## config.mk

```make
export PLATFORM = sky130hd
export DESIGN_NAME = multi_edge_detector
export DESIGN_NICKNAME = d
export VERILOG_FILES = /design/src/rtl/multi_edge_detector.sv
export SDC_FILE = /design/constraint.sdc
export NUM_CORES = 1
export LEC_CHECK = 0
export CELL_PAD_IN_SITES_DETAIL_PLACEMENT = 2
export CELL_PAD_IN_SITES_GLOBAL_PLACEMENT = 2
export CORE_UTILIZATION = 30
export CTS_CLUSTER_SIZE = 20
export DETAILED_ROUTE_END_ITERATION = 6
export GPL_TIMING_DRIVEN = 0
export PLACE_DENSITY = 0.88
export SYNTH_ARGS = -nofsm -noshare
export SYNTH_HDL_FRONTEND = slang
export SYNTH_SLANG_ARGS = --single-unit
```

## constraint.sdc

```tcl
create_clock -name clk -period 6.6 [get_ports clk]
set_input_delay 1.32 -clock clk [delete_from_list [all_inputs] [get_ports clk]]
set_output_delay 1.32 -clock clk [all_outputs]
set_load 0.01 [all_outputs]
```

## src/rtl/multi_edge_detector.sv

```systemverilog
// Purpose : per-channel synchronised edge detector with sticky flags and a saturating event counter.
// Latency : a d change first sampled at edge N shows on pulse/any_edge after edge N+SYNC_STAGES.
// Backpr. : none; free-running, every qualified event is registered the cycle it is seen.
//
// Ports:
//   clk       - single clock, rising edge
//   rst_n     - synchronous active-low reset, dominates clr and all events
//   d         - asynchronous channel inputs, one bit per channel
//   mode      - per-channel qualifier, bits [2i+1:2i]: 00 off, 01 rise, 10 fall, 11 either
//   clr       - synchronous clear of sticky flags and edge_cnt (same-cycle events still land)
//   pulse     - one-cycle registered strobe per channel
//   sticky    - per-channel latched event flag
//   any_edge  - registered OR of the pulse vector
//   edge_cnt  - saturating count of all qualified events
module multi_edge_detector #(
  parameter int WIDTH       = 4,
  parameter int SYNC_STAGES = 2,
  parameter int CNT_W       = 8
) (
  input  logic               clk,
  input  logic               rst_n,
  input  logic [WIDTH-1:0]   d,
  input  logic [2*WIDTH-1:0] mode,
  input  logic               clr,
  output logic [WIDTH-1:0]   pulse,
  output logic [WIDTH-1:0]   sticky,
  output logic               any_edge,
  output logic [CNT_W-1:0]   edge_cnt
);

  // Events are held off until the synchroniser and prev flop carry only
  // post-reset samples, so a level already high at release is not an edge.
  localparam int ARM_MAX = SYNC_STAGES + 1;
  localparam int ARM_W   = $clog2(ARM_MAX + 1);

  // Sum width leaves headroom for counter + a full popcount before saturating.
  localparam int                SUM_W   = CNT_W + 7;
  localparam logic [SUM_W-1:0]  CNT_MAX = SUM_W'((1 << CNT_W) - 1);

  logic [SYNC_STAGES-1:0][WIDTH-1:0] sync_q;
  logic [WIDTH-1:0]                  s;
  logic [WIDTH-1:0]                  prev_q;
  logic [ARM_W-1:0]                  arm_cnt;
  logic                              armed;

  logic [WIDTH-1:0] rise_v;
  logic [WIDTH-1:0] fall_v;
  logic [WIDTH-1:0] ev;
  logic [SUM_W-1:0] pop;
  logic [SUM_W-1:0] sum;
  logic [CNT_W-1:0] cnt_nxt;

  assign s      = sync_q[SYNC_STAGES-1];
  assign armed  = (arm_cnt == ARM_W'(ARM_MAX));
  assign rise_v = s & ~prev_q;
  assign fall_v = ~s & prev_q;

  // Mode is applied here, on the edge comparison itself, so changing mode
  // alone can never manufacture an event.
  always_comb begin
    ev = '0;
    for (int i = 0; i < WIDTH; i++) begin
      ev[i] = (mode[2*i] & rise_v[i]) | (mode[2*i+1] & fall_v[i]);
    end
    ev = ev & {WIDTH{armed}};
  end

  // A clear restarts the count from this cycle's events rather than from zero.
  always_comb begin
    pop = '0;
    for (int i = 0; i < WIDTH; i++) begin
      pop = pop + SUM_W'(ev[i]);
    end
    sum     = (clr ? '0 : SUM_W'(edge_cnt)) + pop;
    cnt_nxt = (sum > CNT_MAX) ? CNT_MAX[CNT_W-1:0] : sum[CNT_W-1:0];
  end

  always_ff @(posedge clk) begin
    if (!rst_n) begin
      sync_q   <= '0;
      prev_q   <= '0;
      arm_cnt  <= '0;
      pulse    <= '0;
      sticky   <= '0;
      any_edge <= 1'b0;
      edge_cnt <= '0;
    end else begin
      sync_q   <= {sync_q[SYNC_STAGES-2:0], d};
      prev_q   <= s;
      if (!armed) begin
        arm_cnt <= arm_cnt + ARM_W'(1);
      end
      pulse    <= ev;
      any_edge <= |ev;
      // An event in the clearing cycle wins over the clear.
      sticky   <= (clr ? '0 : sticky) | ev;
      edge_cnt <= cnt_nxt;
    end
  end

endmodule

```

==> results_dict.tcl, run 1 <==
set metrics [dict create \
    status "finished clean" \
    synth_area_um2 1200 \
    wl_met1_um 1340 \
    first_pass_iters 4 \
    die_w_um 65.2 \
    grtUsageTotal 0.180 \
    grt_max_degree 11 \
    wl_met3_um 123 \
    ys_top_cells_by_area "dfxtp_1 (52%), and2_1 (6.3%), nand2_1 (5.3%), fa_1 (5.0%), a21oi_1 (3.8%)" \
    met2_length_um 1630 \
    row_count 22 \
    cts_tree "yes" \
    yosysTopAreaCell "dfxtp_1" \
    antenna_cells 0 \
    gp_congestion 0.733 \
    fmax_ghz 0.242 \
    place_inst 204 \
    finalMaxSlewViolations 0 \
    clk_latency_ps 290 \
    core_um2 3740 \
    clock_skew_ps 3.76 \
    grt_overflow 0 \
    io_buffers 31 \
    crit_path_end_kind "flop" \
    synth_seq_area_share 0.518 \
    path_cells "clkdlybuf4s50_1 -> nand2_1 -> o22ai_1 -> nand2_1 -> inv_1 -> fa_1 -> inv_1 -> fa_1 -> inv_1 -> fa_1 -> nand3b_1 -> nor2_1 -> nand3_1 -> a31oi_1" \
    dr.first_iter.drc_count 49 \
    nFillCells 407 \
    clockBufferDepth 2 \
    grt_pass1_vias 1117 \
    avgSynthCellArea_um2 9.59 \
    layout_min_cycle_time_ps 4130 \
    numClockSinks 31 \
    post-route-util 0.451 \
    crit_required_ps 6810 \
    fin_total_pwr_uw 422 \
    synthDistinctLibCells 30 \
    power_leakage_uw 0.000655 \
    cts_root_buffer "clkbuf_8" \
    slowest_delay_ps 540 \
    wl_per_cell_um 15.0 \
    async_flop_share 0 \
    viasPerCell 4.77 \
    ys.warnings.count 0 \
    worst_ir_drop_vdd_v 0.000128 \
    dp_hpwl_um 2380 \
    cts_resized 0 \
    tns_ps 0 \
    grt_pass1_wl_um 5430 \
    fin_cells 212 \
    clk_pin_slew_ps 70 \
    worst-path-max-fanout 6 \
    pin_count 32 \
    layout_setup_ws_ps 2470 \
    start_util 0.320 \
    rsz0062_at_grt "false" \
    syn2layout_area_growth_pct 40.7 \
    period_share 0.626 \
    yosys_register_bits 31 \
    yosysMostFrequentCell "dfxtp_1" \
    drt_drc_violations_left 0 \
    multi_input_area_um2 539 \
    layout-drive-gt1-share 0.0671 \
    cts_buffers 5 \
    die-area_um2 4250 \
    die_h_um 65.2 \
    worst_slew_pin_slew_ps 440 \
    worstSetupPathType "input pin to flop" \
    h-tree-depth 2 \
    holdBufCountCts 0 \
    start_kind "input pin" \
    postCtsSetupRepairBufs 0 \
    routed_wl_um 3180 \
    antenna_found_initial 0 \
    synthTopCellsByCount "dfxtp_1 (31), nand2_1 (17), and2_1 (12), a21oi_1 (9), nor2_1 (9)" \
    p_per_area_nw_per_um2 250 \
    highest_layer "met4" \
    finalHoldViolCount 0 \
    yosysTopAreaCellShare 0.518 \
    slew_headroom 0.707 \
    cp.arrival_ps 4340 \
    synth.net_count 146 \
    ff_latch_area_um2 621 \
    setup_viol 0 \
    vias 1011 \
    synth_edf_count 0 \
    pre_cts_ws_ps 2190 \
    synthCells 125 \
    synth-main-ff-cell "dfxtp_1" \
    slowest_stage "fa_1" \
    fin_nets 184 \
    ant_nets 0 \
    worstHoldPathType "flop to flop" \
    maxCapViolations 0 \
]
-- per-layer routing --
metal  global-route usage  up-vias
li1                     -      485
met1                0.195      493
met2                0.304       27
met3               0.0573        6
met4                0.106        0
met5                    0        -
-- worst paths after layout --
check,startpoint,endpoint,slack [ps],cells past startpoint
worst min register to register,sync_q[1],s[1],440,1
worst min-delay path,sync_q[1],s[1],440,1
worst max-delay path,mode[0],edge_cnt[7],2470,14
worst max register to register,arm_cnt[0],edge_cnt[7],3360,13
-- worst max-delay path, delay by kind of cell --
| kind | cells | cell delay (ps) |
|---|---|---|
| and+or+nand+nor | 5 | 820 |
| adders and majority gates | 3 | 1210 |
| AOI/OAI and AO/OA | 2 | 320 |
| buffers and inverters | 4 | 660 |
-- logic make-up after synthesis --
family / Yosys count / synth area share
flops: 31 / 0.518
xor+xnor: 5 / 0.0365
simple gates: 52 / 0.227
mux: 1 / 0.00835
compound gates: 20 / 0.0971
fa+ha+maj: 6 / 0.0814
buf+inv: 10 / 0.0324
-- cell usage in the layout, fill, tap and decap left out, types with 2 or more instances in the layout --
cell type	count
clkbuf_8	6
nand2_1	17
clkdlybuf4s50_1	31
ha_1	3
inv_1	5
a21oi_1	9
fa_1	3
nand3_1	3
clkbuf_1	3
nor2b_1	2
dfxtp_1	31
xnor2_1	4
a31oi_1	2
nand3b_1	4
and2_1	12
o21ai_0	3
nor2_1	9
clkinv_2	2
-- metrics by stage --
step                      hold slack, ps  instance area, µm²
after floorplan                      412                1200
after global placement               415                1570
final                                435                1690
after detailed placement             423                1570
after global routing                 451                1690
after CTS                            439                1690
-- where the power goes --
part	leakage [µW]	switching (µW)	internal, µW	total [µW]
clock	0.0000612	74.5	122	196
sequential	0.000252	3.36	194	197
combinational	0.000342	12.9	15.5	28.4
-- registers in the layout, indices dropped and copies added (netlist names) --
register  cells
arm_cnt       2
s             4
pulse         4
prev_q        4
sync_q        4
edge_cnt      8
any_edge      1
sticky        4
-- cell type report --
cell class              instances  share of cell area
repair buffers                 31               0.184
plain buffers                   3             0.00668
well taps                      48              0.0356
multi-input cells              84               0.320
flip-flops and latches         31               0.368
clock inverters                 2              0.0208
inverters                       7              0.0163
clock buffers                   6              0.0490
No activity file was read; power rests on OpenSTA's default activity.
==> run 2: changes to the inputs <==
--- a/config.mk
+++ b/config.mk
@@ -7,11 +7,11 @@
 export LEC_CHECK = 0
 export CELL_PAD_IN_SITES_DETAIL_PLACEMENT = 2
 export CELL_PAD_IN_SITES_GLOBAL_PLACEMENT = 2
-export CORE_UTILIZATION = 30
+export CORE_UTILIZATION = 28
 export CTS_CLUSTER_SIZE = 20
 export DETAILED_ROUTE_END_ITERATION = 6
 export GPL_TIMING_DRIVEN = 0
-export PLACE_DENSITY = 0.88
+export PLACE_DENSITY = 0.83
 export SYNTH_ARGS = -nofsm -noshare
 export SYNTH_HDL_FRONTEND = slang
 export SYNTH_SLANG_ARGS = --single-unit
==> constraint.sdc (replaced) <==
create_clock -name clk -period 4.11 [get_ports clk]
set_input_delay 0.822 -clock clk [delete_from_list [all_inputs] [get_ports clk]]
set_output_delay 0.822 -clock clk [all_outputs]
set_load 0.01 [all_outputs]
==> run 2 against run 1 <==
  * Die area rose by 6.9%
  * Clock-buffer cell count shrank 1
  * Power grew 40%
  * Critical path type unchanged
  * Largest cell class unchanged
==> results_dict.tcl, run 2 (synthesis results as in run 1) <==
set metrics [dict create \
    status "finished clean" \
    period_share 0.859 \
    maxCapViolations 0 \
    wl_per_cell_um 14.2 \
    h-tree-depth 2 \
    clk_latency_ps 280 \
    min_path_cells 1 \
    clk_pin_slew_ps 70 \
    worst_ir_drop_vdd_v 0.000151 \
    setup_viol 0 \
    cts_resized 0 \
    worstHoldPathType "flop to flop" \
    holdPathEnd "s[0]" \
    die_h_um 67.4 \
    fin_cells 214 \
    startpoint "mode[1]" \
    grtUsageTotal 0.156 \
    grt_pass1_wl_um 5030 \
    drt_drc_violations_left 0 \
    worst-path-max-fanout 6 \
    rsz0062_at_grt "false" \
    cts_root_buffer "clkbuf_8" \
    dr.first_iter.drc_count 24 \
    holdBufCountCts 0 \
    core_um2 4060 \
    grt_pass1_vias 1119 \
    timing.rr.end "edge_cnt[4]" \
    viasPerCell 4.65 \
    fin_nets 184 \
    reg2reg_slack_ps 970 \
    start_kind "input pin" \
    die_w_um 67.4 \
    gp_congestion 0.812 \
    grt_max_degree 11 \
    fmax_ghz 0.283 \
    cts_buffers 5 \
    die-area_um2 4550 \
    io_buffers 31 \
    antenna_cells 0 \
    crit_path_end_kind "flop" \
    cp.arrival_ps 3730 \
    worstRegToRegCells 13 \
    syn2layout_area_growth_pct 38.1 \
    finalMaxSlewViolations 0 \
    tns_ps 0 \
    r2r-start "arm_cnt[0]" \
    numClockSinks 31 \
    crit_required_ps 4310 \
    ant_nets 0 \
    antenna_found_initial 0 \
    worstSetupPathType "input pin to flop" \
    layout_min_cycle_time_ps 3530 \
    postCtsSetupRepairBufs 0 \
    top_register "edge_cnt" \
    layout-drive-gt1-share 0.0671 \
    dp_hpwl_um 2360 \
    grt_overflow 0 \
    pin_count 32 \
    first_pass_iters 3 \
    largest_register_ff_count 8 \
    p_per_area_nw_per_um2 358 \
    clockBufferDepth 2 \
    power_leakage_uw 0.000642 \
    hold_start "sync_q[0]" \
    place_inst 206 \
    worst_slew_pin_slew_ps 429 \
    start_util 0.295 \
    layout_common_cells "dfxtp_1 (31), clkdlybuf4s50_1 (31), nand2_1 (17)" \
    row_count 23 \
    slew_headroom 0.714 \
    finalHoldViolCount 0 \
    clock_skew_ps 4.07 \
    cts_tree "yes" \
    routed_wl_um 3050 \
    vias 996 \
]
run 2: cell count changes in the layout (fill, tap and decap cells not counted), sizes merged:
cell | previous run | this run
clkinv | 3 | 5
bufinv | 1 | 0
clkbuf | 9 | 8
run 2: routing by layer:
metal	vias up	part of all wire	global-route usage
met5	-	0	0
met2	25	0.53	0.275
met1	482	0.40	0.158
met4	0	0.020	0.0798
met3	7	0.054	0.0625
li1	482	-	-
run 2: worst max-delay path by stage:
stage	cells after the start	slack [ps]	end
after floorplan	13	1100	edge_cnt[0]
after global placement	14	400	edge_cnt[7]
after detailed placement	14	290	edge_cnt[2]
after CTS	14	570	edge_cnt[7]
after global routing	14	390	edge_cnt[2]
final	14	580	edge_cnt[4]
run 2: report_power, final:
group          switching, µW  internal [µW]
combinational           21.4           25.0
sequential              5.62            311
clock                    113            116
run 2: stage by stage:
step	util	worst slack (ps)	hold slack (ps)	total power, µW	cell area, µm²
after floorplan	-	1100	412	344	1200
after global placement	0.387	396	416	365	1570
after detailed placement	0.387	285	429	370	1570
after CTS	0.408	567	445	604	1660
after global routing	0.408	388	457	621	1660
final	0.408	579	439	592	1660
run 2: final cells by class:
| type | count | area (µm²) |
|---|---|---|
| buffer | 3 | 11.3 |
| clock buffer | 5 | 68.8 |
| clock inverter | 3 | 15.0 |
| fill | 441 | 2400 |
| inverter | 7 | 27.5 |
| multi-input combinational | 84 | 539 |
| sequential | 31 | 621 |
| tap | 50 | 62.6 |
| timing repair buffer | 31 | 310 |
run 2: worst max-delay path: stages:
cell and delay (ps):
clkdlybuf4s50_1 420, nand2_1 80, o22ai_1 80, nand2_1 160, inv_1 80, fa_1 530, inv_1 50, fa_1 400
inv_1 80, fa_1 230, nand3b_1 90, nor2_1 230, nand3_1 260, a21oi_1 220
==> run 3: changes to the inputs <==
==> constraint.sdc (replaced) <==
create_clock -name clk -period 3.9 [get_ports clk]
set_input_delay 0.78 -clock clk [delete_from_list [all_inputs] [get_ports clk]]
set_output_delay 0.78 -clock clk [all_outputs]
set_load 0.01 [all_outputs]
==> results of run 3 <==
The final DEF is identical to that of run 2. Status: finished clean.
Among the figures that moved: setup slack after placement 285 ps -> 117 ps; setup slack after layout 579 ps -> 411 ps; register-to-register setup slack 970 ps -> 760 ps; total power 592 µW -> 624 µW; worst IR drop on VDD 0.000151 V -> 0.000159 V
